===== src/rtl/pipe_stage_reg.sv =====
// pipe_stage_reg: pipeline stage register with a valid/ready handshake,
// flush-to-bubble and an optional two-entry skid buffer.
// Control bits are forced to zero whenever the stage holds no valid entry,
// so downstream stages only ever see a harmless bubble.
// A saturating counter records back-pressure cycles.
module pipe_stage_reg #(
  parameter int CTRL_W = 4,
  parameter int DATA_W = 69,
  parameter int SKID   = 0,
  parameter int STAT_W = 16
) (
  input  logic              clk,
  input  logic              rst,
  input  logic              in_valid,
  output logic              in_ready,
  input  logic [CTRL_W-1:0] in_ctrl,
  input  logic [DATA_W-1:0] in_data,
  input  logic              flush,
  output logic              out_valid,
  input  logic              out_ready,
  output logic [CTRL_W-1:0] out_ctrl,
  output logic [DATA_W-1:0] out_data,
  output logic [STAT_W-1:0] stall_cnt
);

  // Occupancy of the skid variant; FULL means the skid entry is occupied.
  typedef enum logic [1:0] {
    EMPTY = 2'd0,
    ONE   = 2'd1,
    FULL  = 2'd2
  } state_t;

  logic              accept_s;
  logic              deliver_s;
  logic              in_ready_s;
  logic              out_valid_r;
  logic [CTRL_W-1:0] out_ctrl_r;
  logic [DATA_W-1:0] out_data_r;
  logic [STAT_W-1:0] stall_cnt_r;

  // A flush cycle never accepts, even if the stage reports ready.
  assign accept_s  = in_valid & in_ready_s & ~flush;
  assign deliver_s = out_valid_r & out_ready;

  generate
    if (SKID == 0) begin : g_single
      // Ready is combinational: a full register can still accept when it is
      // being drained in the same cycle.
      assign in_ready_s = ~out_valid_r | out_ready;

      // Single output register: load on accept, turn into a bubble on deliver.
      always_ff @(posedge clk) begin
        if (rst) begin
          out_valid_r <= 1'b0;
          out_ctrl_r  <= {CTRL_W{1'b0}};
          out_data_r  <= {DATA_W{1'b0}};
        end else if (flush) begin
          out_valid_r <= 1'b0;
          out_ctrl_r  <= {CTRL_W{1'b0}};
        end else if (accept_s) begin
          out_valid_r <= 1'b1;
          out_ctrl_r  <= in_ctrl;
          out_data_r  <= in_data;
        end else if (deliver_s) begin
          out_valid_r <= 1'b0;
          out_ctrl_r  <= {CTRL_W{1'b0}};
        end
      end
    end else begin : g_skid
      state_t            state_r;
      logic              in_ready_r;
      logic [CTRL_W-1:0] skid_ctrl_r;
      logic [DATA_W-1:0] skid_data_r;

      // Ready comes straight from a flop, so no combinational path crosses
      // the stage; the skid entry absorbs the one entry that arrives while
      // the downstream stall is still being noticed.
      assign in_ready_s = in_ready_r;

      // Skid controller: output register plus one overflow entry, FIFO order.
      always_ff @(posedge clk) begin
        if (rst) begin
          state_r     <= EMPTY;
          in_ready_r  <= 1'b1;
          out_valid_r <= 1'b0;
          out_ctrl_r  <= {CTRL_W{1'b0}};
          out_data_r  <= {DATA_W{1'b0}};
          skid_ctrl_r <= {CTRL_W{1'b0}};
          skid_data_r <= {DATA_W{1'b0}};
        end else if (flush) begin
          state_r     <= EMPTY;
          in_ready_r  <= 1'b1;
          out_valid_r <= 1'b0;
          out_ctrl_r  <= {CTRL_W{1'b0}};
        end else begin
          case (state_r)
            EMPTY: begin
              if (accept_s) begin
                out_valid_r <= 1'b1;
                out_ctrl_r  <= in_ctrl;
                out_data_r  <= in_data;
                state_r     <= ONE;
              end
            end
            ONE: begin
              if (accept_s && deliver_s) begin
                out_ctrl_r <= in_ctrl;
                out_data_r <= in_data;
              end else if (accept_s) begin
                skid_ctrl_r <= in_ctrl;
                skid_data_r <= in_data;
                in_ready_r  <= 1'b0;
                state_r     <= FULL;
              end else if (deliver_s) begin
                out_valid_r <= 1'b0;
                out_ctrl_r  <= {CTRL_W{1'b0}};
                state_r     <= EMPTY;
              end
            end
            FULL: begin
              if (deliver_s) begin
                out_valid_r <= 1'b1;
                out_ctrl_r  <= skid_ctrl_r;
                out_data_r  <= skid_data_r;
                in_ready_r  <= 1'b1;
                state_r     <= ONE;
              end
            end
            default: begin
              state_r     <= EMPTY;
              in_ready_r  <= 1'b1;
              out_valid_r <= 1'b0;
              out_ctrl_r  <= {CTRL_W{1'b0}};
            end
          endcase
        end
      end
    end
  endgenerate

  // Back-pressure counter: counts held-but-not-taken cycles, saturates, and
  // survives flush so performance data is not lost on pipeline redirects.
  always_ff @(posedge clk) begin
    if (rst) begin
      stall_cnt_r <= {STAT_W{1'b0}};
    end else if (out_valid_r && !out_ready && (stall_cnt_r != {STAT_W{1'b1}})) begin
      stall_cnt_r <= stall_cnt_r + STAT_W'(1'b1);
    end
  end

  assign in_ready  = in_ready_s;
  assign out_valid = out_valid_r;
  assign out_ctrl  = out_ctrl_r;
  assign out_data  = out_data_r;
  assign stall_cnt = stall_cnt_r;

endmodule


===== config.mk =====
export PLATFORM = sky130hd
export DESIGN_NAME = pipe_stage_reg
export DESIGN_NICKNAME = d
export VERILOG_FILES = /design/src/rtl/pipe_stage_reg.sv
export SDC_FILE = /design/constraint.sdc
export NUM_CORES = 1
export LEC_CHECK = 0
export CAP_MARGIN = 20
export CORE_AREA = 2 2 93 95
export DETAILED_ROUTE_END_ITERATION = 8
export DIE_AREA = 0 0 95 97
export PLACE_DENSITY = 0.83
export SLEW_MARGIN = 40
export SYNTH_ARGS = -nofsm -noshare
export SYNTH_HDL_FRONTEND = slang
export SYNTH_SLANG_ARGS = --single-unit

===== constraint.sdc =====
create_clock -name clk -period 2.7 [get_ports clk]
set_input_delay 0.675 -clock clk [delete_from_list [all_inputs] [get_ports clk]]
set_output_delay 0.675 -clock clk [all_outputs]
set_load 0.02 [all_outputs]

==> reports/results.ini <==
[status]
status=finished clean

[routing]
first_pass_iters=4
drtAntennaViolNets=0
via_per_inst=5.032
postRouteWirelength_mm=9.673
wl_per_cell_um=13.94
vias=3492
route.detailed.drc=0
drtIter0Drc=142

[worst_setup_path]
crit_type=in2out
crit_required_ns=2.03
worstPathCellList=clkdlybuf4s50_1 > nor2b_1 > inv_2 > clkdlybuf4s50_1
endpoint_kind=primary output
r2r_cells=5
arrival_ns=1.90
slowest_delay_ns=0.54
crit_family=buffers and inverters
critPathSlowestCell=clkdlybuf4s50_1
crit_path_max_fanout=2
path_depth=4
start_kind=primary input
cp_common_cell=clkdlybuf4s50_1
worst-path-buf-inv=3

[cts]
ctsHoldBuffers=0
cts_buffers=9
clk_latency_ns=0.34
cts_buffer_depth=2
postCtsSetupBuffers=0
root_buffer=clkbuf_8
cts-resized-gates=0
cts_tree=yes
clock-sinks=90
clkTransAtPathRegs_ns=0.08
htreeDepth=3

[floorplan]
fp.dieW_um=95
start_util=0.4215
die_h_um=97
pin_count=169
core_area_mm2=0.008134
dieArea_mm2=0.009215
fp-row-count=33

[synth]
synth_cell_types=40
synth_top_area_share=0.5255
synth_fp_nets=504
yosys.area.top_type=dfxtp_1
netlist_top_cells_area=dfxtp_1, nand2_1, a21oi_1
synth_edf_count=0
synth_flop_cell=dfxtp_1
yosysSeqAreaShare=0.5255
synth_cells=425
synth_warnings=0
netlist_area_mm2=0.003428
synth.avg_cell_area_um2=8.067
synth-seq-cells=90
async_flop_share=0

[global_routing]
grt_util_all_layers=0.2092
grt_antenna_before_repair=0
top_usage_layer=met2
grt_pass1_wl_mm=15.58
grt_pass1_vias=3396
met3_usage=0.07165
grt_use_met1=0.2350
grt.overflow.total=0
grt_max_degree=54
met2_usage=0.3622

[place]
gp_congestion=0.8708
pre_cts_slack_ns=0.1359
place_area_mm2=0.005192
port_buffers=168
dp_hpwl_mm=7.016

[pwr]
p_leak_nw=1.882
power.density_mw_per_mm2=493.1
pwr-share-comb=0.158
switching_share=0.2609
power.switching_mw=0.6912
vdd_drop_max_mv=0.3027
power.share.clock=0.313
p_total_mw=2.649
p_seq_frac=0.529
internal_power_mw=1.958

[final_layout]
layout-drive-gt1-share=0.06112
antenna_cells=0
nFillCells=673
stdcell_area_mm2=0.005373
multiInputGateArea_mm2=0.001491
seq_area_mm2=0.001802
fin_nets=663
area_delta_synth_final_pct=56.72

[worst_hold_path]
min_path_type=reg2reg
hold_depth=2

[timing]
fmax_mhz=387.7
maxSlewViolCount=0
fin_crit_sh=0.9552
setup_tns_ns=0
relSlewSlack=0.6324
hold_ws_ns=0.4566
fin_crit_ns=2.579
finalSetupViolCount=0
worstMarginPinSlew_ns=0.5514
setup_ws_ns=0.1208
rsz0062_at_grt=false
skew_ns=0.01122
hold_viol=0

[flow_run]
maxCapViolCount=0

[worst reg2reg max path, cell delays in order, from the launching register on]
cell,delay (ns)
dfxtp_1,0.39
ha_1,0.36
nand3_1,0.18
nor4_4,0.33
nor2_1,0.18
mux2_2,0.29
[worst paths after layout]
| path | from | endpoint | slack [ns] |
|---|---|---|---|
| worst max-delay path | out_ready | in_ready | 0.12 |
| worst min-delay path | out_data[31] | out_data[31] | 0.46 |
| worst max register to register | stall_cnt[0] | stall_cnt[0] | 0.88 |
| worst min register to register | out_data[31] | out_data[31] | 0.46 |
[cells in the mapped netlist (2+ instances only)]
cell,number
nand4_2,2
o31ai_1,3
nor3_1,8
nand4_1,8
and3_1,2
or3_1,4
inv_1,4
and4_1,2
nor3b_1,2
or4_1,3
mux2_2,2
clkbuf_1,16
and2_1,3
buf_2,10
dfxtp_1,90
a22oi_1,4
nand3_1,4
nand2b_1,2
nand2_1,143
a311oi_1,2
o21ai_0,4
a211oi_1,2
nor2_1,9
a21oi_1,78
nor2b_1,3
[power groups by stage]
stage	Sequential, mW	Combinational (mW)	Clock (mW)
4_1_cts	1.40	0.421	0.856
3_5_place_dp	1.43	0.419	0
3_3_place_gp	1.43	0.414	0
2_1_floorplan	1.49	0.114	0
5_1_grt	1.41	0.452	0.919
6_report	1.40	0.418	0.829
[cells in the final DEF, fill, tap and decap left out, types with 3 or more instances in the layout]
| cell type | synthesis | layout |
|---|---|---|
| o21ai_0 | 4 | 4 |
| a22oi_1 | 4 | 4 |
| dfxtp_1 | 90 | 90 |
| nand2_1 | 143 | 143 |
| nand4_1 | 8 | 8 |
| or4_1 | 3 | 3 |
| nor2_1 | 9 | 9 |
| buf_4 | 1 | 7 |
| nor2b_1 | 3 | 3 |
| inv_1 | 4 | 4 |
| o31ai_1 | 3 | 3 |
| nor3_1 | 8 | 8 |
| or3_1 | 4 | 4 |
| clkbuf_8 | 0 | 10 |
| nand3_1 | 4 | 4 |
| and2_1 | 3 | 3 |
| a21oi_1 | 78 | 78 |
| clkdlybuf4s50_1 | 0 | 167 |
[through the flow]
step,cells,util
3_5_place_dp,678,0.6384
3_3_place_gp,678,0.6384
4_1_cts,694,0.6605
6_report,694,0.6605
2_1_floorplan,425,-
5_1_grt,694,0.6605
[cell type report]
cell class / count / area share
Sequential cell: 90 / 0.3354
Timing Repair Buffer: 176 / 0.3256
Multi-Input combinational cell: 302 / 0.2776
Clock buffer: 10 / 0.02562
Tap cell: 105 / 0.02445
Clock inverter: 6 / 0.007918
Inverter: 5 / 0.003493
[flip-flops by register name, summed over array words and instances (netlist names)]
name,count
out_ctrl,4
stall_cnt,16
out_valid,1
out_data,69
[metal layers]
layer,up-vias,routed length (um),share of wire
li1,1748,-,-
met1,1589,3887,0.40
met2,142,4717,0.49
met3,13,899,0.093
met4,0,168,0.017
met5,-,0,0
[logic make-up after synthesis]
logic type	count (synthesis)	share of synthesized area
AO/OA/AOI/OAI	97	0.1540
buffers and inverters	33	0.04087
flip-flops	90	0.5255
multiplexers	3	0.009489
AND/OR/NAND/NOR	201	0.2664
adder cells (fa/ha/maj)	1	0.003649
No activity file was read; power rests on OpenSTA's default activity.
